### config.mk
export PLATFORM = sky130hd
export DESIGN_NAME = atm_keypad_frontend
export DESIGN_NICKNAME = d
export VERILOG_FILES = /design/src/rtl/atm_keypad_frontend.sv
export SDC_FILE = /design/constraint.sdc
export NUM_CORES = 1
export LEC_CHECK = 0
export CAP_MARGIN = 40
export CORE_ASPECT_RATIO = 0.7
export CORE_MARGIN = 3
export CORE_UTILIZATION = 35
export DETAILED_ROUTE_END_ITERATION = 16
export PLACE_DENSITY = 0.66
export SLEW_MARGIN = 10
export SYNTH_ARGS = -nofsm -noshare
export SYNTH_HDL_FRONTEND = slang
export SYNTH_SLANG_ARGS = --single-unit
### constraint.sdc
create_clock -name clk -period 4.1 [get_ports clk]
set_input_delay 1.025 -clock clk [delete_from_list [all_inputs] [get_ports clk]]
set_output_delay 1.025 -clock clk [all_outputs]
set_load 0.05 [all_outputs]
### src/rtl/atm_keypad_frontend.sv
// Customer-side keypad front end for the ATM controller. It assembles the keypad fields,
// issues each request over a valid/ready handshake and captures the response for display.
module atm_keypad_frontend #(
  parameter int IDLE_TIMEOUT = 1000,
  parameter int RESP_TIMEOUT = 64,
  parameter int ACC_DIGITS   = 4,
  parameter int AMT_DIGITS   = 4
) (
  input  logic        clk,
  input  logic        rst_n,
  input  logic        key_valid,
  input  logic [3:0]  key_code,
  output logic [11:0] accNumber,
  output logic [3:0]  pin,
  output logic [11:0] destinationAcc,
  output logic [10:0] amount,
  output logic [2:0]  menuOption,
  output logic        req_valid,
  input  logic        req_ready,
  input  logic        resp_valid,
  input  logic        resp_error,
  input  logic [10:0] resp_balance,
  output logic        exit,
  output logic [10:0] disp_balance,
  output logic        disp_error,
  output logic [3:0]  state_o
);

  typedef enum logic [3:0] {
    S_IDLE = 4'd0, S_ACC = 4'd1, S_PIN = 4'd2, S_LOGIN = 4'd3, S_MENU = 4'd4,
    S_DEST = 4'd5, S_AMT = 4'd6, S_ISSUE = 4'd7, S_WAIT = 4'd8
  } state_t;

  localparam int TMAX = (IDLE_TIMEOUT > RESP_TIMEOUT) ? IDLE_TIMEOUT : RESP_TIMEOUT;
  localparam int TW   = $clog2(TMAX + 1);
  localparam logic [TW-1:0] IDLE_LAST = TW'(IDLE_TIMEOUT - 1);
  localparam logic [TW-1:0] RESP_LAST = TW'(RESP_TIMEOUT - 1);
  localparam logic [TW-1:0] TIMER_SAT = TW'(TMAX);

  state_t          state_q, state_d;
  logic [13:0]     acc_q, acc_shifted, limit;
  logic [3:0]      cnt_q, max_digits;
  logic [TW-1:0]   timer_q;
  logic            resp_err_q, reject_q;
  logic            is_digit, is_enter, is_clear, is_cancel;
  logic            entry_state, is_login, enter_ok, do_logout, idle_expire, resp_expire;

  // Key decode and per-field entry rules.
  // NOTE: every always_comb output gets a default first so no path can infer a latch.
  always_comb begin
    is_digit    = key_valid && (key_code <= 4'd9);
    is_enter    = key_valid && (key_code == 4'hA);
    is_clear    = key_valid && (key_code == 4'hB);
    is_cancel   = key_valid && (key_code == 4'hC);
    entry_state = state_q inside {S_ACC, S_PIN, S_MENU, S_DEST, S_AMT};
    is_login    = (menuOption == 3'd0);
    acc_shifted = acc_q * 14'd10 + {10'd0, key_code};
    max_digits  = 4'd0;
    limit       = 14'd0;
    case (state_q)
      S_ACC, S_DEST: begin max_digits = 4'(ACC_DIGITS); limit = 14'd4095; end
      S_PIN:         begin max_digits = 4'd1;           limit = 14'd9;    end
      S_AMT:         begin max_digits = 4'(AMT_DIGITS); limit = 14'd2047; end
      default:       ;
    endcase
    if (state_q == S_MENU)
      enter_ok = is_enter && (cnt_q != 4'd0) && (acc_q inside {14'd0, [14'd3:14'd6]});
    else
      enter_ok = is_enter && (cnt_q != 4'd0) && (acc_q <= limit);
    idle_expire = entry_state && !key_valid && (timer_q == IDLE_LAST);
    resp_expire = (state_q == S_WAIT) && !resp_valid && (timer_q == RESP_LAST);
    // Menu option 0 is a voluntary logout and shares the cancel path.
    do_logout   = (is_cancel && (entry_state || state_q == S_IDLE)) || idle_expire ||
                  (state_q == S_MENU && enter_ok && acc_q == 14'd0);
  end

  // NOTE: sequential state uses non-blocking assignments only, so every register samples pre-edge values.
  always_ff @(posedge clk or negedge rst_n) begin
    if (!rst_n) state_q <= S_IDLE;
    else        state_q <= state_d;
  end

  always_comb begin
    state_d = state_q;
    if (do_logout) state_d = S_IDLE;
    else begin
      case (state_q)
        S_IDLE: if (is_digit) state_d = S_ACC;
        S_ACC:  if (enter_ok) state_d = S_PIN;
        S_PIN:  if (enter_ok) state_d = S_LOGIN;
        S_MENU: if (enter_ok) begin
          case (acc_q[2:0])
            3'd3:       state_d = S_ISSUE;
            3'd4, 3'd5: state_d = S_AMT;
            3'd6:       state_d = S_DEST;
            default:    ;
          endcase
        end
        S_DEST: if (enter_ok) state_d = S_AMT;
        S_AMT:  if (enter_ok) state_d = S_ISSUE;
        S_LOGIN, S_ISSUE: if (req_valid && req_ready) state_d = S_WAIT;
        S_WAIT: if (resp_valid)       state_d = (is_login && resp_error) ? S_ACC : S_MENU;
                else if (resp_expire) state_d = is_login ? S_ACC : S_MENU;
        default: state_d = S_IDLE;
      endcase
    end
  end

  always_comb begin
    state_o    = state_q;
    disp_error = resp_err_q | reject_q;
  end

  // Field assembly, request/response registers and the shared inactivity/response timer.
  always_ff @(posedge clk or negedge rst_n) begin
    if (!rst_n) begin
      acc_q <= '0; cnt_q <= '0; timer_q <= '0;
      accNumber <= '0; pin <= '0; destinationAcc <= '0; amount <= '0; menuOption <= '0;
      req_valid <= 1'b0; exit <= 1'b0; disp_balance <= '0; resp_err_q <= 1'b0; reject_q <= 1'b0;
    end else begin
      exit     <= 1'b0;
      reject_q <= 1'b0;
      if ((state_d != state_q) || (key_valid && entry_state)) timer_q <= '0;
      else if (timer_q != TIMER_SAT)                          timer_q <= timer_q + 1'b1;

      if (do_logout) begin
        exit <= 1'b1;
        acc_q <= '0; cnt_q <= '0;
        accNumber <= '0; pin <= '0; destinationAcc <= '0; amount <= '0; menuOption <= '0;
        req_valid <= 1'b0; disp_balance <= '0; resp_err_q <= 1'b0;
      end else begin
        case (state_q)
          S_IDLE: if (is_digit) begin acc_q <= {10'd0, key_code}; cnt_q <= 4'd1; end
          S_ACC, S_PIN, S_MENU, S_DEST, S_AMT: begin
            if (is_clear || is_enter) begin acc_q <= '0; cnt_q <= '0; end
            if (is_enter && !enter_ok) reject_q <= 1'b1;
            if (is_clear || (is_enter && !enter_ok)) begin
              case (state_q)
                S_ACC:   accNumber <= '0;
                S_PIN:   pin <= '0;
                S_DEST:  destinationAcc <= '0;
                S_AMT:   amount <= '0;
                default: ;
              endcase
            end
            if (is_digit) begin
              if (state_q == S_MENU) begin acc_q <= {10'd0, key_code}; cnt_q <= 4'd1; end
              else if (cnt_q < max_digits) begin acc_q <= acc_shifted; cnt_q <= cnt_q + 4'd1; end
            end
            if (enter_ok) begin
              case (state_q)
                S_ACC:  accNumber <= acc_q[11:0];
                S_PIN:  begin pin <= acc_q[3:0]; menuOption <= 3'd0; req_valid <= 1'b1; end
                S_MENU: begin
                  menuOption <= acc_q[2:0];
                  if (acc_q == 14'd3) req_valid <= 1'b1;
                end
                S_DEST: destinationAcc <= acc_q[11:0];
                S_AMT:  begin amount <= acc_q[10:0]; req_valid <= 1'b1; end
                default: ;
              endcase
            end
          end
          S_LOGIN, S_ISSUE: if (req_valid && req_ready) req_valid <= 1'b0;
          S_WAIT: if (resp_valid || resp_expire) begin
            resp_err_q <= resp_valid ? resp_error : 1'b1;
            if (resp_valid && !resp_error) disp_balance <= resp_balance;
            if (!is_login) begin amount <= '0; destinationAcc <= '0; end
            else if (!resp_valid || resp_error) begin accNumber <= '0; pin <= '0; end
          end
          default: ;
        endcase
      end
    end
  end

endmodule

# Yosys cells after proc, flatten, opt, wreduce, memory -nomap -nowiden
# Cells that the tools add are included.
# W data, S select, Z words.
# op_classes
n_addsub	3
mul	1
div	0
magnitude_cmp	5
eq_ne	29
n_shift	0
mux	89
n_bitwise	1
reduce_logical	61
# op_table
operator	n
$mux W12	15
$mux W11	11
$mux W4	24
$mux W14	6
$pmux W12 S2	2
$pmux W12 S3	1
$pmux W4 S8	1
$pmux W14 S2	1
$pmux W11 S2	1
$logic_and A1 B1 Y1	20
$mux W10	2
$eq A4 B3 Y1 const B	4
$eq A4 B4 Y1 const B	4
$pmux W4 S2	2
$mux W3	5
$ne A3 B3 Y1 const B	5
$add A14 B4 Y14	1
$eq A14 B2 Y1 const B	1
$ge A14 B2 Y1 const B	1
$le A14 B14 Y1	1
$le A14 B3 Y1 const B	1
$logic_not A14 Y1	1
$mul A14 B3 Y13 const B	1
$reduce_bool A2 Y1	7
33 further kinds	71
# totals
register_bits	89
latchBits	0
mem_bits_rw	0
rom_bits	0
output_inout_bits	60
mem_count	0

# Logic depth before layout (Yosys ltp)
# Gate-level depths: netlist of run 1.
# depth
depth_word	14
mapped_depth	16
ltp_nobuf	13

# Worst setup path after synthesis of run 1
# No wires, ideal clock.
# synth_timing
kind	register -> register
startpoint	reg state_q[3] (netlist: state_o[3])
endpoint	reg accNumber[0]
setup_ps	132
arrival_time_ps	3667
setup_slack_ps	301
stages_incl_launch_ff	16
path_buffers	4
path_cell_list	dfrtp_1 clkbuf_1 clkbuf_1 nand2b_1 ha_1 a21o_1 a21o_1 a21o_1 a21o_1 a221oi_2 o21ai_2 or3_1 clkbuf_1 buf_6 mux2i_1 nor2_1
# synth_between
elab_chain_cells	14
elab_cells_between_ends	39
classes_between	order compare (1); eq/ne (9); mux (8); reduce/logical (21)
# synth_lines
item	line_no	rtl
start, declared	40	state_t state_q, state_d;
start signal, assigned	80	else state_q <= state_d;
$eq A4 B1 Y1 or $eq A4 B3 Y1 (tied branches)	n/a	
$reduce_or A2 Y1	n/a	
$pmux W12 S3	60	case (state_q)
$le A14 B14 Y1	69	enter_ok = is_enter && (cnt_q != 4'd0) && (acc_q <= limit);
$logic_and A1 B1 Y1	69	
$mux W1	66	if (state_q == S_MENU)
$logic_not A1 Y1	137	if (is_clear || (is_enter && !enter_ok)) begin
$logic_and A1 B1 Y1	137	
$logic_or A1 B1 Y1	137	
$mux W12	137	
$mux W12	151	case (state_q)
$mux W12	150	if (enter_ok) begin
$pmux W12 S2	132	case (state_q)
$mux W12	126	if (do_logout) begin
end signal, assigned	152	S_ACC: accNumber <= acc_q[11:0];
end, declared	13	output logic [11:0] accNumber,
# Parallel ways exist; a longest one is shown, timed or not.
# A chain may end at the register's enable or synchronous reset.

# Worst setup path in the final report of run 1
# layout_timing
startpoint	reg state_q[0] (netlist: state_o[0])
endpoint	reg accNumber[6]
# Same word-level chain as after synthesis.

==> results of run 1 <==
==> how the worst max path moves through the flow <==
stage,startpoint,endpoint,slack [ps],depth (start not counted)
after detailed placement,key_valid,destinationAcc[10]$_DFFE_PN0P_,110,9
after global placement,state_o[0]$_DFF_PN0_,amount[5]$_DFFE_PN0P_,210,13
final,state_o[0]$_DFF_PN0_,accNumber[6]$_DFFE_PN0P_,230,14
after global routing,state_o[0]$_DFF_PN0_,accNumber[7]$_DFFE_PN0P_,10,14
after floorplan,state_o[3]$_DFF_PN0_,accNumber[0]$_DFFE_PN0P_,300,15
after CTS,state_o[0]$_DFF_PN0_,accNumber[6]$_DFFE_PN0P_,180,14
==> layout by cell type (no fill, tap or decap), types with 3 or more instances in the layout <==
master           netlist  final
nand2b_1              11     10
o211ai_1               5      5
nand4_1                7      7
o21a_1                 4      4
o21ai_0               25     25
nand2_1               60     60
xnor2_1               19     19
xor2_1                10     10
nor4_1                11     10
nor3b_1                4      4
nor2_1                50     50
dfrtp_1               89     89
or3_1                  5      4
nor3_2                 2      3
clkbuf_16              0      9
inv_1                 12     12
a32o_1                 3      3
ha_1                  38     38
a21oi_1               25     25
nand3_1                9      9
a21o_1                14     14
a22oi_1                7      7
and3_1                 6      6
and2_1                 5      5
a211o_1                3      3
a22o_1                30     30
buf_4                  0     27
nor2b_1                7      7
o21ai_1               14     14
mux2i_1               15     15
clkdlybuf4s50_1        0     79
nor3_1                19     18
==> per-stage QoR <==
step	setup WS, ps	hold WS [ps]
after global routing	11.3	526
after detailed placement	108	496
after global placement	205	493
after CTS	182	511
final	233	510
after floorplan	301	487
==> critical path, delay by kind of cell (launching register included) <==
family / cells / cell delay [ps]
flops: 1 / 430
buf+inv: 1 / 180
simple gates: 4 / 1180
mux: 1 / 230
compound gates: 7 / 1370
fa+ha+maj: 1 / 330
==> layer usage <==
metal / vias to the layer above / GRT usage (%) / wire length (um)
li1: 2318 / - / -
met1: 2407 / 29.3 / 7960
met2: 215 / 25.6 / 6410
met3: 14 / 3.76 / 1360
met4: 0 / 3.15 / 145
met5: - / 0 / 0
==> power by group <==
| part | switching [mW] | internal (mW) |
|---|---|---|
| clock network | 0.375 | 0.545 |
| logic | 0.120 | 0.0819 |
| registers | 0.0108 | 0.886 |
==> state kept, by name (all words and copies together) (netlist names) <==
| name | count |
|---|---|
| state_o | 4 |
| amount | 11 |
| acc_q | 14 |
| menuOption | 3 |
| timer_q | 10 |
| destinationAcc | 12 |
| req_valid | 1 |
| exit | 1 |
| cnt_q | 4 |
| pin | 4 |
| resp_err_q | 1 |
| reject_q | 1 |
| accNumber | 12 |
| disp_balance | 11 |
==> final cells by class <==
type                            instances  area [um^2]  share of cell area, %
Multi-Input combinational cell        451         3090                   44.4
Tap cell                              195          244                   3.50
Clock inverter                          6         97.6                   1.40
Inverter                               13         48.8                  0.701
Sequential cell                        89         2230                   32.0
Timing Repair Buffer                  108         1030                   14.7
Clock buffer                           10          229                   3.29
==> logic make-up after synthesis <==
logic type      after synthesis  synth area share, %
simple gates                211                 19.3
buf+inv                      39                 2.91
compound gates              155                 20.0
mux                          15                 2.75
fa+ha+maj                    41                 9.64
flops                        89                 40.8
xor+xnor                     29                 4.65
==> results_dict.tcl, run 1 <==
set metrics [dict create \
    core_area_um2 15000 \
    boundaryPins 81 \
    ir_worst_vdd_mv 0.195 \
    antenna_found_initial 0 \
    avgRoutedWirePerCell_um 18.2 \
    syn-mean-instance-area_um2 9.44 \
    die_w_um 155 \
    required_ps 4330 \
    outcome "complete, no violations" \
    synthTopCellsByCount "89 x dfrtp_1, 60 x nand2_1, 50 x nor2_1" \
    fin_crit_ps 3870 \
    cts_buffers 9 \
    fmax_mhz 259 \
    r2r_end "accNumber[6]$_DFFE_PN0P_" \
    initial_core_util_pct 36.4 \
    power_mw 2.02 \
    maxCapViolCount 0 \
    die_h_um 111 \
    hpwl_um 11900 \
    synth_nets 640 \
    worst_pin_slew_ps 905 \
    dr.first_iter.drc_count 408 \
    rsz0062_at_grt "no" \
    synthCells 579 \
    n_antenna_cell 0 \
    rrSetupSlack_ps 230 \
    nets 733 \
    period_share_pct 94.3 \
    synth_cell_types 69 \
    yosys_warnings 0 \
    synth_most_common_cell "dfrtp_1" \
    route.vias.total 4954 \
    synthesis.area_um2 5460 \
    arrival_ps 4090 \
    final.setup.tns_ps 0 \
    grt_max_degree 51 \
    drc 0 \
    placed_area_um2 6620 \
    ant_nets 0 \
    r2r_start "state_o[0]$_DFF_PN0_" \
    cp-end-kind "flop" \
    ys_seq_elements 89 \
    grt_pass1_vias 4727 \
    power_density_nw_per_um2 290 \
    worst_skew_pair.late_latency_ps 350 \
    whs_path_depth 1 \
    clockBufferDepth 2 \
    cpMostUsedCell "a21o_1" \
    drt-total-wl_um 15900 \
    areaGrowthSynthToFinish_pct 27.5 \
    hp-class "reg2reg" \
    synth_edf_count 0 \
    gp_congestion 0.849 \
    viasPerCell 5.68 \
    cts_max_level 3 \
    async_reset_ff_share_pct 100 \
    synthFlopType "dfrtp_1" \
    clkTransAtPathRegs_ps 70 \
    clock_skew_ps 9.80 \
    design_area_um2 6970 \
    firstDrtPassIters 5 \
    postCtsHoldBufs 0 \
    setup_violations 0 \
    reg2regPathDepth 14 \
    dieArea_um2 17200 \
    post_cts_resized 0 \
    synth_area_leaders "dfrtp_1 41%, ha_1 8.7%, a22o_1 4.8%, nand2_1 4.1%, nor2_1 3.4%" \
    grt_usage_pct 18.4 \
    yosysTopAreaCell "dfrtp_1" \
    crit_path_max_fanout 12 \
    p_leak_nw 3.18 \
    grt_pass1_wl_um 25700 \
    worst_path_max_delay_cell "or3_2" \
    stdcell_count 872 \
    postCtsSetupRepairBufs 0 \
    critical_path_class "reg2reg" \
    netlist.area_leader.share_pct 40.8 \
    port_buffers 80 \
    min_to "destinationAcc[11]$_DFFE_PN0P_" \
    path_cells "nand2b_1, o21ai_0, nand2b_2, ha_1, a21o_1, a21o_1, a21o_1, a21o_1, a221oi_2, o21ai_2, buf_4, or3_2, mux2i_1, nor2_1" \
    min_from "destinationAcc[11]$_DFFE_PN0P_" \
    overflow 0 \
    cpPeakStageDelay_ps 670 \
    n_fill_cell 1420 \
    cp-start-kind "flop" \
    relSlewSlack_pct 39.3 \
    fin_util_pct 46.4 \
    dp.cells 856 \
    drive_above_1_share_pct 9.16 \
    ys_seq_area_share_pct 40.8 \
    ctsRootBufferMaster "clkbuf_16" \
    rows 37 \
    numClockSinks 89 \
    slew_violations 0 \
    hold_viol_final 0 \
    cts_tree "yes" \
]
No activity file was read; power rests on OpenSTA's default activity.
==> inputs of run 2 (changes only) <==
--- a/config.mk
+++ b/config.mk
@@ -10,7 +10,7 @@
 export CORE_MARGIN = 3
 export CORE_UTILIZATION = 35
 export DETAILED_ROUTE_END_ITERATION = 16
-export PLACE_DENSITY = 0.66
+export PLACE_DENSITY = 0.54
 export SLEW_MARGIN = 10
 export SYNTH_ARGS = -nofsm -noshare
 export SYNTH_HDL_FRONTEND = slang
==> results_dict.tcl, run 2 (synthesis results as in run 1) <==
set metrics [dict create \
    numClockSinks 89 \
    p_seq_share_pct 46.9 \
    gp_congestion 0.858 \
    outcome "complete, no violations" \
    areaGrowthSynthToFinish_pct 26.4 \
    ir_worst_vdd_mv 0.181 \
    slew_violations 0 \
    setup_violations 0 \
    period_share_pct 91.4 \
    fmax_mhz 267 \
    overflow 0 \
    p_switching_mw 0.515 \
    grt_usage_pct 18.5 \
    n_antenna_cell 0 \
    worst_pin_slew_ps 936 \
    core_area_um2 15000 \
    grt_max_degree 39 \
    switching_share_pct 27.0 \
    firstDrtPassIters 5 \
    largest_registers "acc_q x14, accNumber x12, destinationAcc x12" \
    arrival_ps 4020 \
    dieArea_um2 17200 \
    grt_pass1_wl_um 25700 \
    hold_viol_final 0 \
    cts_buffers 9 \
    clockBufferDepth 2 \
    layout_commonest_cell "dfrtp_1" \
    hpwl_um 12000 \
    fin_crit_ps 3750 \
    power_density_nw_per_um2 276 \
    die_h_um 111 \
    worst_skew_pair.late_latency_ps 350 \
    postCtsHoldBufs 0 \
    nets 734 \
    drive_above_1_share_pct 8.85 \
    regMostFlops "acc_q" \
    reg2regPathDepth 14 \
    maxCapViolCount 0 \
    antenna_found_initial 0 \
    most-common-layout-cells "89 x dfrtp_1, 79 x clkdlybuf4s50_1, 60 x nand2_1" \
    cts_tree "yes" \
    post_cts_resized 0 \
    drc 0 \
    avgRoutedWirePerCell_um 18.1 \
    clkPwrFrac_pct 42.6 \
    crit_path_max_fanout 10 \
    cts_max_level 3 \
    cp-endpoint "destinationAcc[2]$_DFFE_PN0P_" \
    initial_core_util_pct 36.4 \
    route.vias.total 4779 \
    worstSetupStartpoint "state_o[0]$_DFF_PN0_" \
    grt_pass1_vias 4661 \
    dr.first_iter.drc_count 345 \
    clkTransAtPathRegs_ps 70 \
    drt-total-wl_um 15800 \
    hp-class "reg2reg" \
    rsz0062_at_grt "no" \
    critical_path_class "reg2reg" \
    relSlewSlack_pct 37.2 \
    ant_nets 0 \
    r2r_end "destinationAcc[2]$_DFFE_PN0P_" \
    clock_skew_ps 18.6 \
    viasPerCell 5.47 \
    final.setup.tns_ps 0 \
    rrSetupSlack_ps 350 \
    die_w_um 155 \
    cp-end-kind "flop" \
    setup_ws_ps 355 \
    p_int_mw 1.39 \
    boundaryPins 81 \
    port_buffers 80 \
    fin_util_pct 46.0 \
    dp_slack_ps 236 \
    ctsRootBufferMaster "clkbuf_16" \
    rows 37 \
    p_leak_nw 3.16 \
    postCtsSetupRepairBufs 0 \
    combPwrFrac_pct 10.5 \
    largest_reg_flops 14 \
    required_ps 4380 \
    r2r_start "state_o[0]$_DFF_PN0_" \
    cp-start-kind "flop" \
]
## run 2: metrics by stage
stage               cells  hold slack, ps  instance area, um^2  total power [mW]
floorplan             579             487                 5460              1.02
global placement      856             488                 6610              1.11
detailed placement    857             500                 6610              1.11
CTS                   873             516                 6910              1.93
global route          873             530                 6910              1.99
finish                873             511                 6910              1.91
## run 2: cell type report
type / count / area (um^2)
multi-input cells: 451 / 3080
clock inverters: 7 / 67.6
repair buffers: 109 / 1020
flip-flops and latches: 89 / 2230
inverters: 13 / 48.8
clock buffers: 9 / 225
fillers: 1429 / 8090
well taps: 195 / 244
## run 2: metal layers
layer  part of all wire [%]  global-route usage [%]
met4                    1.1                    4.14
met1                     53                    29.9
met5                      0                       0
met3                    5.7                    3.88
met2                     40                    24.9
## run 2: critical path: stages, from the launching register on
cell and delay [ps]:
dfrtp_1 410, nand2b_1 220, o21ai_0 230, nand2b_1 260, ha_1 370, a21o_1 160
a21o_1 170, a21o_1 170, a21o_1 180, a221oi_2 300, o21ai_2 180, or2_1 300
nor3_2 340, buf_4 250, a22o_1 140
## run 2: power groups by stage
stage	Clock, mW	Combinational [mW]	Sequential, mW
final	0.813	0.201	0.894
after global placement	0	0.198	0.911
after floorplan	0	0.0970	0.926
after global routing	0.869	0.222	0.895
after detailed placement	0	0.201	0.912
after CTS	0.832	0.203	0.894
## run 2: worst min-delay path by stage
stage	depth (start not counted)	slack, ps	end	start
after floorplan	1	490	cnt_q[2]$_DFFE_PN0P_	cnt_q[2]$_DFFE_PN0P_
after global placement	1	490	destinationAcc[3]$_DFFE_PN0P_	destinationAcc[3]$_DFFE_PN0P_
after detailed placement	1	500	destinationAcc[1]$_DFFE_PN0P_	destinationAcc[1]$_DFFE_PN0P_
after CTS	1	520	destinationAcc[1]$_DFFE_PN0P_	destinationAcc[1]$_DFFE_PN0P_
after global routing	1	530	amount[8]$_DFFE_PN0P_	amount[8]$_DFFE_PN0P_
final	1	510	amount[0]$_DFFE_PN0P_	amount[0]$_DFFE_PN0P_
==> inputs of run 3 (changes only) <==
--- a/config.mk
+++ b/config.mk
@@ -7,10 +7,9 @@
 export LEC_CHECK = 0
 export CAP_MARGIN = 40
 export CORE_ASPECT_RATIO = 0.7
-export CORE_MARGIN = 3
-export CORE_UTILIZATION = 35
+export CORE_MARGIN = 5
+export CORE_UTILIZATION = 25
 export DETAILED_ROUTE_END_ITERATION = 16
-export PLACE_DENSITY = 0.54
 export SLEW_MARGIN = 10
 export SYNTH_ARGS = -nofsm -noshare
 export SYNTH_HDL_FRONTEND = slang
==> results_dict.tcl, run 3 (synthesis results as in run 1) <==
set metrics [dict create \
    nets 735 \
    hold_viol_final 0 \
    route.vias.total 4859 \
    maxCapViolCount 0 \
    worst_skew_pair.late_latency_ps 340 \
    port_buffers 80 \
    most-common-layout-cells "89 x dfrtp_1, 79 x clkdlybuf4s50_1, 60 x nand2_1" \
    worst_path_max_delay_cell "or3_1" \
    post_cts_resized 0 \
    avgRoutedWirePerCell_um 16.7 \
    die_w_um 187 \
    drive_above_1_share_pct 8.84 \
    placed_area_um2 6720 \
    path_cells "nand2b_1, o21ai_0, nand2b_1, ha_1, a21o_1, a21o_1, a21o_1, a21o_1, a221oi_2, o21ai_2, or3_1, mux2i_1, nor2_1" \
    grt_usage_pct 12.7 \
    clockBufferDepth 2 \
    numClockSinks 89 \
    relSlewSlack_pct 45.3 \
    antenna_found_initial 0 \
    largest_reg_flops 14 \
    cpMostUsedCell "a21o_1" \
    grt_pass1_vias 4463 \
    cts_max_level 3 \
    power_density_nw_per_um2 278 \
    cp-end-kind "flop" \
    viasPerCell 5.06 \
    initial_core_util_pct 25.3 \
    fin_crit_ps 3720 \
    hpwl_um 12200 \
    core_area_um2 21600 \
    outcome "complete, no violations" \
    slew_violations 0 \
    required_ps 4340 \
    ctsRootBufferMaster "clkbuf_16" \
    crit_path_max_fanout 12 \
    arrival_ps 3960 \
    gp_congestion 0.838 \
    n_antenna_cell 0 \
    largest_registers "acc_q x14, accNumber x12, destinationAcc x12" \
    cpPeakStageDelay_ps 670 \
    rsz0062_at_grt "no" \
    layout_commonest_cell "dfrtp_1" \
    firstDrtPassIters 6 \
    n_fill_cell 2203 \
    regMostFlops "acc_q" \
    drc 0 \
    worst-path-buf-inv 0 \
    clock_skew_ps 9.36 \
    fin_util_pct 32.5 \
    cp-start-kind "flop" \
    worst_pin_slew_ps 820 \
    stdcell_count 961 \
    dr.first_iter.drc_count 473 \
    crit_family "compound AO/OA/AOI/OAI gates" \
    drt-total-wl_um 16000 \
    ant_nets 0 \
    areaGrowthSynthToFinish_pct 28.7 \
    grt_max_degree 64 \
    setup_violations 0 \
    postCtsHoldBufs 0 \
    period_share_pct 90.7 \
    rows 45 \
    cts_tree "yes" \
    fmax_mhz 269 \
    cts_buffers 9 \
    critical_path_class "reg2reg" \
    dieArea_um2 25000 \
    ir_worst_vdd_mv 0.193 \
    clkTransAtPathRegs_ps 70 \
    p_leak_nw 3.17 \
    die_h_um 134 \
    design_area_um2 7030 \
    dp.cells 943 \
    boundaryPins 81 \
    hp-class "reg2reg" \
    postCtsSetupRepairBufs 0 \
    holdWs_ps 507 \
    grt_pass1_wl_um 25700 \
    overflow 0 \
    final.setup.tns_ps 0 \
]
==> run 3: cell count changes in the layout (fill, tap and decap cells not counted) <==
cell	before	now
buf_4	30	31
bufinv_16	0	1
clkbuf_1	0	1
clkinv_4	1	3
clkinv_8	1	0
clkinvlp_4	1	0
inv_6	4	2
==> run 3: power by group <==
| group | internal (mW) | switching (mW) | leakage [nW] | total (mW) |
|---|---|---|---|---|
| combinational | 0.0802 | 0.122 | 1.82 | 0.203 |
| sequential | 0.886 | 0.00899 | 1.20 | 0.895 |
| clock | 0.481 | 0.374 | 0.148 | 0.855 |
| total | 1.45 | 0.506 | 3.17 | 1.95 |
==> run 3: worst register-to-register path: stages, from the launching register on <==
cell and delay, ps:
dfrtp_1 400, nand2b_1 210, o21ai_0 250, nand2b_1 290
ha_1 390, a21o_1 160, a21o_1 170, a21o_1 170
a21o_1 180, a221oi_2 300, o21ai_2 110, or3_1 670
mux2i_1 270, nor2_1 50
==> run 3: cell type report <==
cell class / count / area (um^2) / share of cell area, %
clock buffers: 10 / 229 / 3.26
clock inverters: 6 / 73.8 / 1.05
inverters: 13 / 48.8 / 0.694
multi-input cells: 451 / 3080 / 43.8
flip-flops and latches: 89 / 2230 / 31.7
well taps: 282 / 353 / 5.02
repair buffers: 110 / 1020 / 14.6
==> run 3: routing by layer <==
metal | GRT usage (%) | part of all wire, % | vias to the layer above
met5 | 0 | 0 | -
met4 | 2.13 | 0.38 | 0
met3 | 4.06 | 8.5 | 4
met2 | 16.7 | 39 | 196
met1 | 19.9 | 52 | 2329
li1 | - | - | 2330
==> run 3: final timing paths <==
path	from	cells past startpoint	end	slack, ps
worst max register to register	state_o[0]$_DFF_PN0_	13	accNumber[5]$_DFFE_PN0P_	380
worst min-delay path	amount[4]$_DFFE_PN0P_	1	amount[4]$_DFFE_PN0P_	510
worst max-delay path	state_o[0]$_DFF_PN0_	13	accNumber[5]$_DFFE_PN0P_	380
worst min register to register	amount[4]$_DFFE_PN0P_	1	amount[4]$_DFFE_PN0P_	510
min in group asynchronous	rst_n	1	amount[6]$_DFFE_PN0P_	780
max in group asynchronous	rst_n	2	acc_q[0]$_DFFE_PN0P_	2570
==> run 3: stage by stage <==
stage	total power, mW	setup WS, ps
final	1.95	382
after global routing	2.02	176
after CTS	1.97	388
after detailed placement	1.11	134
after global placement	1.11	238
after floorplan	1.02	301
